### config.mk
export PLATFORM = sky130hd
export DESIGN_NAME = pwls_param_writer
export DESIGN_NICKNAME = d
export VERILOG_FILES = /design/src/rtl/pwls_param_writer.sv
export SDC_FILE = /design/constraint.sdc
export NUM_CORES = 1
export LEC_CHECK = 0
export CAP_MARGIN = 20
export CELL_PAD_IN_SITES_DETAIL_PLACEMENT = 1
export CELL_PAD_IN_SITES_GLOBAL_PLACEMENT = 1
export CORE_AREA = 2 2 113 115
export DETAILED_ROUTE_END_ITERATION = 8
export DIE_AREA = 0 0 115 117
export MAX_ROUTING_LAYER = met4
export PLACE_DENSITY = 0.87
export SYNTH_ARGS = -nofsm -noshare
export SYNTH_HDL_FRONTEND = slang
export SYNTH_SLANG_ARGS = --single-unit
### constraint.sdc
create_clock -name clk -period 2.5 [get_ports clk]
set_clock_uncertainty 0.1 [all_clocks]
set_input_delay 0.5 -clock clk [delete_from_list [all_inputs] [get_ports clk]]
set_output_delay 0.5 -clock clk [all_outputs]
set_load 0.05 [all_outputs]
### src/rtl/pwls_param_writer.sv
// Byte-stream parameter writer for a piecewise-linear synth voice.
// Three-byte frames (address, data low, data high) load shadow registers.
// A commit request in the address byte copies every shadow to the live
// outputs in one cycle, so a voice never sees a half-updated parameter set.
// Handshake: a byte moves on a rising edge where in_valid && in_ready; the
// producer holds in_data stable while in_valid is high, and the writer only
// drops in_ready for the single COMMIT cycle.
module pwls_param_writer #(
  parameter int BITS            = 12,
  parameter int OCT_BITS        = 3,
  parameter int DETUNE_EXP_BITS = 3,
  parameter int SLOPE_EXP_BITS  = 4,
  parameter int MODE_BITS       = 2,
  parameter int TIMEOUT         = 255
) (
  input  logic                       clk,
  input  logic                       rst_n,
  input  logic                       in_valid,
  input  logic [7:0]                 in_data,
  output logic                       in_ready,
  output logic [BITS-2:0]            mantissa,
  output logic [OCT_BITS-1:0]        octave,
  output logic [DETUNE_EXP_BITS-1:0] detune_exp,
  output logic [BITS-1:0]            tri_offset,
  output logic [SLOPE_EXP_BITS-1:0]  slope_exp,
  output logic [BITS-4:0]            slope_offset,
  output logic [BITS-3:0]            amp,
  output logic [MODE_BITS-1:0]       channel_mode,
  output logic                       update,
  output logic [1:0]                 err,
  output logic [1:0]                 dbg_state
);

  typedef enum logic [1:0] {
    S_IDLE   = 2'd0,
    S_LO     = 2'd1,
    S_HI     = 2'd2,
    S_COMMIT = 2'd3
  } state_t;

  localparam int CW = (TIMEOUT < 2) ? 1 : $clog2(TIMEOUT + 1);
  localparam logic [CW-1:0] TO_LAST = CW'(TIMEOUT - 1);

  state_t        state;
  logic [CW-1:0] idle_cnt;
  logic          commit_req;
  logic [2:0]    reg_sel;
  logic [7:0]    lo_q;

  // Shadow copies of every parameter
  logic [BITS-2:0]            sh_mantissa;
  logic [OCT_BITS-1:0]        sh_octave;
  logic [DETUNE_EXP_BITS-1:0] sh_detune_exp;
  logic [BITS-1:0]            sh_tri_offset;
  logic [SLOPE_EXP_BITS-1:0]  sh_slope_exp;
  logic [BITS-4:0]            sh_slope_offset;
  logic [BITS-3:0]            sh_amp;
  logic [MODE_BITS-1:0]       sh_channel_mode;

  logic        accept;
  logic        hi_wr;
  logic [15:0] data_word;
  // Zero-padded so field slices stay legal when parameters widen past 16 bits
  logic [63:0] d_ext;
  logic        unused_d_ext;

  assign accept       = in_valid && in_ready;
  assign hi_wr        = accept && (state == S_HI);
  assign data_word    = {in_data, lo_q};
  assign d_ext        = {48'd0, data_word};
  assign unused_d_ext = ^d_ext;
  assign dbg_state    = state;

  // Frame sequencing, idle timeout, sticky error flags and update pulse
  always_ff @(posedge clk or negedge rst_n) begin
    if (!rst_n) begin
      state      <= S_IDLE;
      idle_cnt   <= '0;
      commit_req <= 1'b0;
      reg_sel    <= 3'd0;
      lo_q       <= 8'd0;
      err        <= 2'b00;
      update     <= 1'b0;
      in_ready   <= 1'b1;
    end else begin
      update <= 1'b0;
      case (state)
        S_IDLE: begin
          idle_cnt <= '0;
          if (accept) begin
            if (in_data[6]) begin
              // Control frame: single byte, clears the error flags
              err <= 2'b00;
            end else begin
              commit_req <= in_data[7];
              reg_sel    <= in_data[2:0];
              state      <= S_LO;
            end
          end
        end
        S_LO: begin
          if (accept) begin
            lo_q     <= in_data;
            idle_cnt <= '0;
            state    <= S_HI;
          end else if (idle_cnt == TO_LAST) begin
            idle_cnt <= '0;
            err[1]   <= 1'b1;
            state    <= S_IDLE;
          end else begin
            idle_cnt <= idle_cnt + 1'b1;
          end
        end
        S_HI: begin
          if (accept) begin
            idle_cnt <= '0;
            if (reg_sel > 3'd4) err[0] <= 1'b1;
            if (commit_req) begin
              state    <= S_COMMIT;
              in_ready <= 1'b0;
            end else begin
              state <= S_IDLE;
            end
          end else if (idle_cnt == TO_LAST) begin
            idle_cnt <= '0;
            err[1]   <= 1'b1;
            state    <= S_IDLE;
          end else begin
            idle_cnt <= idle_cnt + 1'b1;
          end
        end
        S_COMMIT: begin
          state    <= S_IDLE;
          in_ready <= 1'b1;
          update   <= 1'b1;
        end
        default: begin
          state    <= S_IDLE;
          in_ready <= 1'b1;
        end
      endcase
    end
  end

  // Shadow registers load on the edge that accepts the high data byte
  always_ff @(posedge clk or negedge rst_n) begin
    if (!rst_n) begin
      sh_mantissa     <= '0;
      sh_octave       <= '0;
      sh_detune_exp   <= '0;
      sh_tri_offset   <= '0;
      sh_slope_exp    <= '0;
      sh_slope_offset <= '0;
      sh_amp          <= '1;
      sh_channel_mode <= '0;
    end else if (hi_wr) begin
      case (reg_sel)
        3'd0: begin
          sh_mantissa <= d_ext[BITS-2:0];
          sh_octave   <= d_ext[BITS-1 +: OCT_BITS];
        end
        3'd1: sh_tri_offset <= d_ext[BITS-1:0];
        3'd2: sh_amp        <= d_ext[BITS-3:0];
        3'd3: begin
          sh_slope_offset <= d_ext[BITS-4:0];
          sh_slope_exp    <= d_ext[BITS-3 +: SLOPE_EXP_BITS];
        end
        3'd4: begin
          sh_detune_exp   <= d_ext[DETUNE_EXP_BITS-1:0];
          sh_channel_mode <= d_ext[DETUNE_EXP_BITS +: MODE_BITS];
        end
        default: ;
      endcase
    end
  end

  // Live outputs take the whole shadow set at the end of the COMMIT cycle
  always_ff @(posedge clk or negedge rst_n) begin
    if (!rst_n) begin
      mantissa     <= '0;
      octave       <= '0;
      detune_exp   <= '0;
      tri_offset   <= '0;
      slope_exp    <= '0;
      slope_offset <= '0;
      amp          <= '1;
      channel_mode <= '0;
    end else if (state == S_COMMIT) begin
      mantissa     <= sh_mantissa;
      octave       <= sh_octave;
      detune_exp   <= sh_detune_exp;
      tri_offset   <= sh_tri_offset;
      slope_exp    <= sh_slope_exp;
      slope_offset <= sh_slope_offset;
      amp          <= sh_amp;
      channel_mode <= sh_channel_mode;
    end
  end

endmodule

==> results.json <==
{
  "status": "finished clean",
  "die_height_um": 117,
  "detailroute.via_count": 3253,
  "synth_sequential_area_ratio_pct": 61.6,
  "drt_drc_violations_left": 0,
  "grt_antenna_before_repair": 0,
  "vdd_drop_max_mv": 0.415,
  "finish.net_count": 458,
  "layout-drive-gt1-share_pct": 38.3,
  "syn_area_um2": 5480,
  "dp_hpwl_um": 8040,
  "grt_max_degree": 56,
  "worst_slew_margin_pct": 59.5,
  "avgRoutedWirePerCell_um": 21.4,
  "mostFrequentLayoutCell": "dfrtp_1",
  "tritoncts_num_sinks": 134,
  "power.density_nw_per_um2": 677,
  "clk-insertion-delay-late_ns": 0.41,
  "p_leak_nw": 3.29,
  "netlist-cell-type-count": 46,
  "cts-root-to-sink-buffers": 2,
  "maxClockFrequency_mhz": 421,
  "post_synth_inst_count": 357,
  "core_area_um2": 12300,
  "netlist.area_leader.share_pct": 51.6,
  "global_route_wire_length_before_repair_um": 20300,
  "cts_max_level": 4,
  "drt_wl_total_um": 12900,
  "path_max_fanout": 2,
  "dieArea_um2": 13500,
  "timing.final.max_slew_violations": 0,
  "ys.flop_type": "dfrtp_1",
  "grt_setup_unrepaired": "no",
  "cp_num_buf_inv": 1,
  "final_min_period_over_clock_period_pct": 95.1,
  "cpPeakStageDelay_ns": 0.83,
  "whs_ns": 0.397,
  "async_reset_ff_share_pct": 100,
  "fp.dieW_um": 115,
  "grt_pass1_vias": 3617,
  "synth.ff_latch_count": 134,
  "floorplan.initialDensity_pct": 44.5,
  "gr-usage-all-layers_pct": 20.9,
  "worst_setup_hold_path_clk_slew_ns": 0.05,
  "clk_root_buf": "clkbuf_16",
  "synthDominantAreaCellType": "dfrtp_1",
  "average_instance_area_after_synthesis_um2": 15.4,
  "cap_viol_max_count": 0,
  "synth_fp_nets": 376,
  "power.total_mw": 4.72,
  "grt-ovfl-total": 0,
  "yosys_warnings": 0,
  "drtPass1Iterations": 4,
  "timing_worst_slew_pin_value_ns": 0.607,
  "cts_buffer_count": 17,
  "post_synth_main_area_contributors": "dfrtp_1, mux2_2, dfstp_2",
  "io-pin-count": 71,
  "cp_data_required_time_ns": 1.90,
  "tritoncts": "done",
  "cp_cell_sequence": "clkdlybuf4s50_1",
  "finalHoldViolations": 0,
  "layout_min_cycle_time_ns": 2.38,
  "fin_setup_tns_ns": 0,
  "ant_nets": 0,
  "cts_setup_buffers": 0,
  "place.gp.congestion": 0.743,
  "area_delta_synth_final_pct": 27.1,
  "buffer_ports.inserted": 70,
  "antenna-diode-count": 0,
  "setup_violations": 0,
  "placement_rows": 41,
  "detail_route.iter0.violations": 181,
  "crit_family": "buffers and inverters",
  "worst-setup-path-type": "reg2out",
  "timing.critical_path.to_type": "output port",
  "worst_endpoint_data_arrival_time_ns": 1.78,
  "synth-edff-count": 0,
  "min-delay-path-class": "reg2reg",
  "crit_path_top_delay_cell": "clkdlybuf4s50_1",
  "drt-vias-per-instance": 5.40,
  "cp-start-kind": "flip-flop",
  "most_used_cells_in_the_layout_excluding_fill_and_tap_cells": "dfrtp_1, mux2_2, clkdlybuf4s50_1"
}
## layer usage
layer / up-vias / track usage, % / wire length (um) / share of wire [%]
li1: 1452 / - / - / -
met3: 15 / 4.33 / 347 / 2.7
met2: 56 / 34.5 / 6800 / 53
met5: - / - / 0 / 0
met4: 0 / 7.23 / 167 / 1.3
met1: 1730 / 25.8 / 5550 / 43
## registers in the layout (all words and copies together), names as in the netlist, 4 cells and up
signal and count:
sh_tri_offset 12, tri_offset 12, mantissa 11, sh_mantissa 11, amp 10, sh_amp 10
sh_slope_offset 9, slope_offset 9, idle_cnt 8, lo_q 8, sh_slope_exp 4, slope_exp 4
## power by group
part / switching, mW / internal (mW) / leakage (nW) / total (mW)
clock network: 0.900 / 1.57 / 0.277 / 2.47
logic: 0.0554 / 0.0217 / 1.21 / 0.0771
registers: 0 / 2.17 / 1.80 / 2.17
total: 0.955 / 3.76 / 3.29 / 4.72
## Yosys cell counts (2+ instances only)
cell / count
a21o_1: 2
a21oi_1: 6
a31oi_1: 3
buf_2: 7
buf_6: 3
clkbuf_1: 4
dfrtp_1: 113
dfstp_2: 21
ha_1: 8
inv_1: 6
mux2_1: 12
mux2_2: 98
mux2_4: 10
nand2_1: 9
nand2_2: 3
nand3_1: 6
nand4_1: 2
nor2_1: 5
nor3_1: 4
o211ai_1: 2
o21ai_0: 6
or4_1: 3
## cells by family (layout without fill, tap and decap cells)
family,count (synthesis),after routing,synth area share (%)
AO/OA/AOI/OAI,29,29,3.56
AND/OR/NAND/NOR,45,45,5.52
flip-flops,134,134,61.6
multiplexers,121,121,25.5
buffers and inverters,20,115,1.94
adder cells (fa/ha/maj),8,8,1.83
## cell type report
cell class / instances / area [um2]
repair buffers: 77 / 802
multi-input cells: 203 / 2000
clock inverters: 8 / 125
clock buffers: 24 / 452
fillers: 1159 / 5340
well taps: 150 / 188
inverters: 6 / 22.5
flip-flops and latches: 134 / 3380
## metrics by stage
step / std cells / area [um2] / setup WS [ns] / util [%]
2_1_floorplan: 357 / 5480 / 0.243 / -
3_3_place_gp: 569 / 6380 / 0.147 / 51.8
3_5_place_dp: 569 / 6380 / 0.0647 / 51.8
4_1_cts: 602 / 6970 / 0.0946 / 56.6
5_1_grt: 602 / 6970 / 0.0795 / 56.6
6_report: 602 / 6970 / 0.122 / 56.6
## worst register-to-register path, stage by stage, from the launching register on
cell and delay, ns:
dfrtp_1 0.45, inv_1 0.14, ha_1 0.37, and4b_4 0.36, nand3_4 0.30, mux2_2 0.42
## what timing repair did
item | in CTS | in global routing
setup endpoints to repair | 1 | 0
endpoints found under the hold margin | 23 | 0
hold buffers | 1 | 0
gates resized for setup | 1 | 0
## final timing paths
path | start | end | slack (ns) | depth (start not counted)
max reg2reg | dbg_state[0] | sh_slope_offset[1] | 0.23 | 5
max in group asynchronous | rst_n | sh_amp[9] | 1.04 | 3
max | amp[9] | amp[9] | 0.12 | 1
min reg2reg | sh_tri_offset[6] | sh_tri_offset[6] | 0.40 | 1
min | sh_tri_offset[6] | sh_tri_offset[6] | 0.40 | 1
min in group asynchronous | rst_n | sh_slope_offset[3] | 0.52 | 2
No activity file was read; power rests on OpenSTA's default activity.
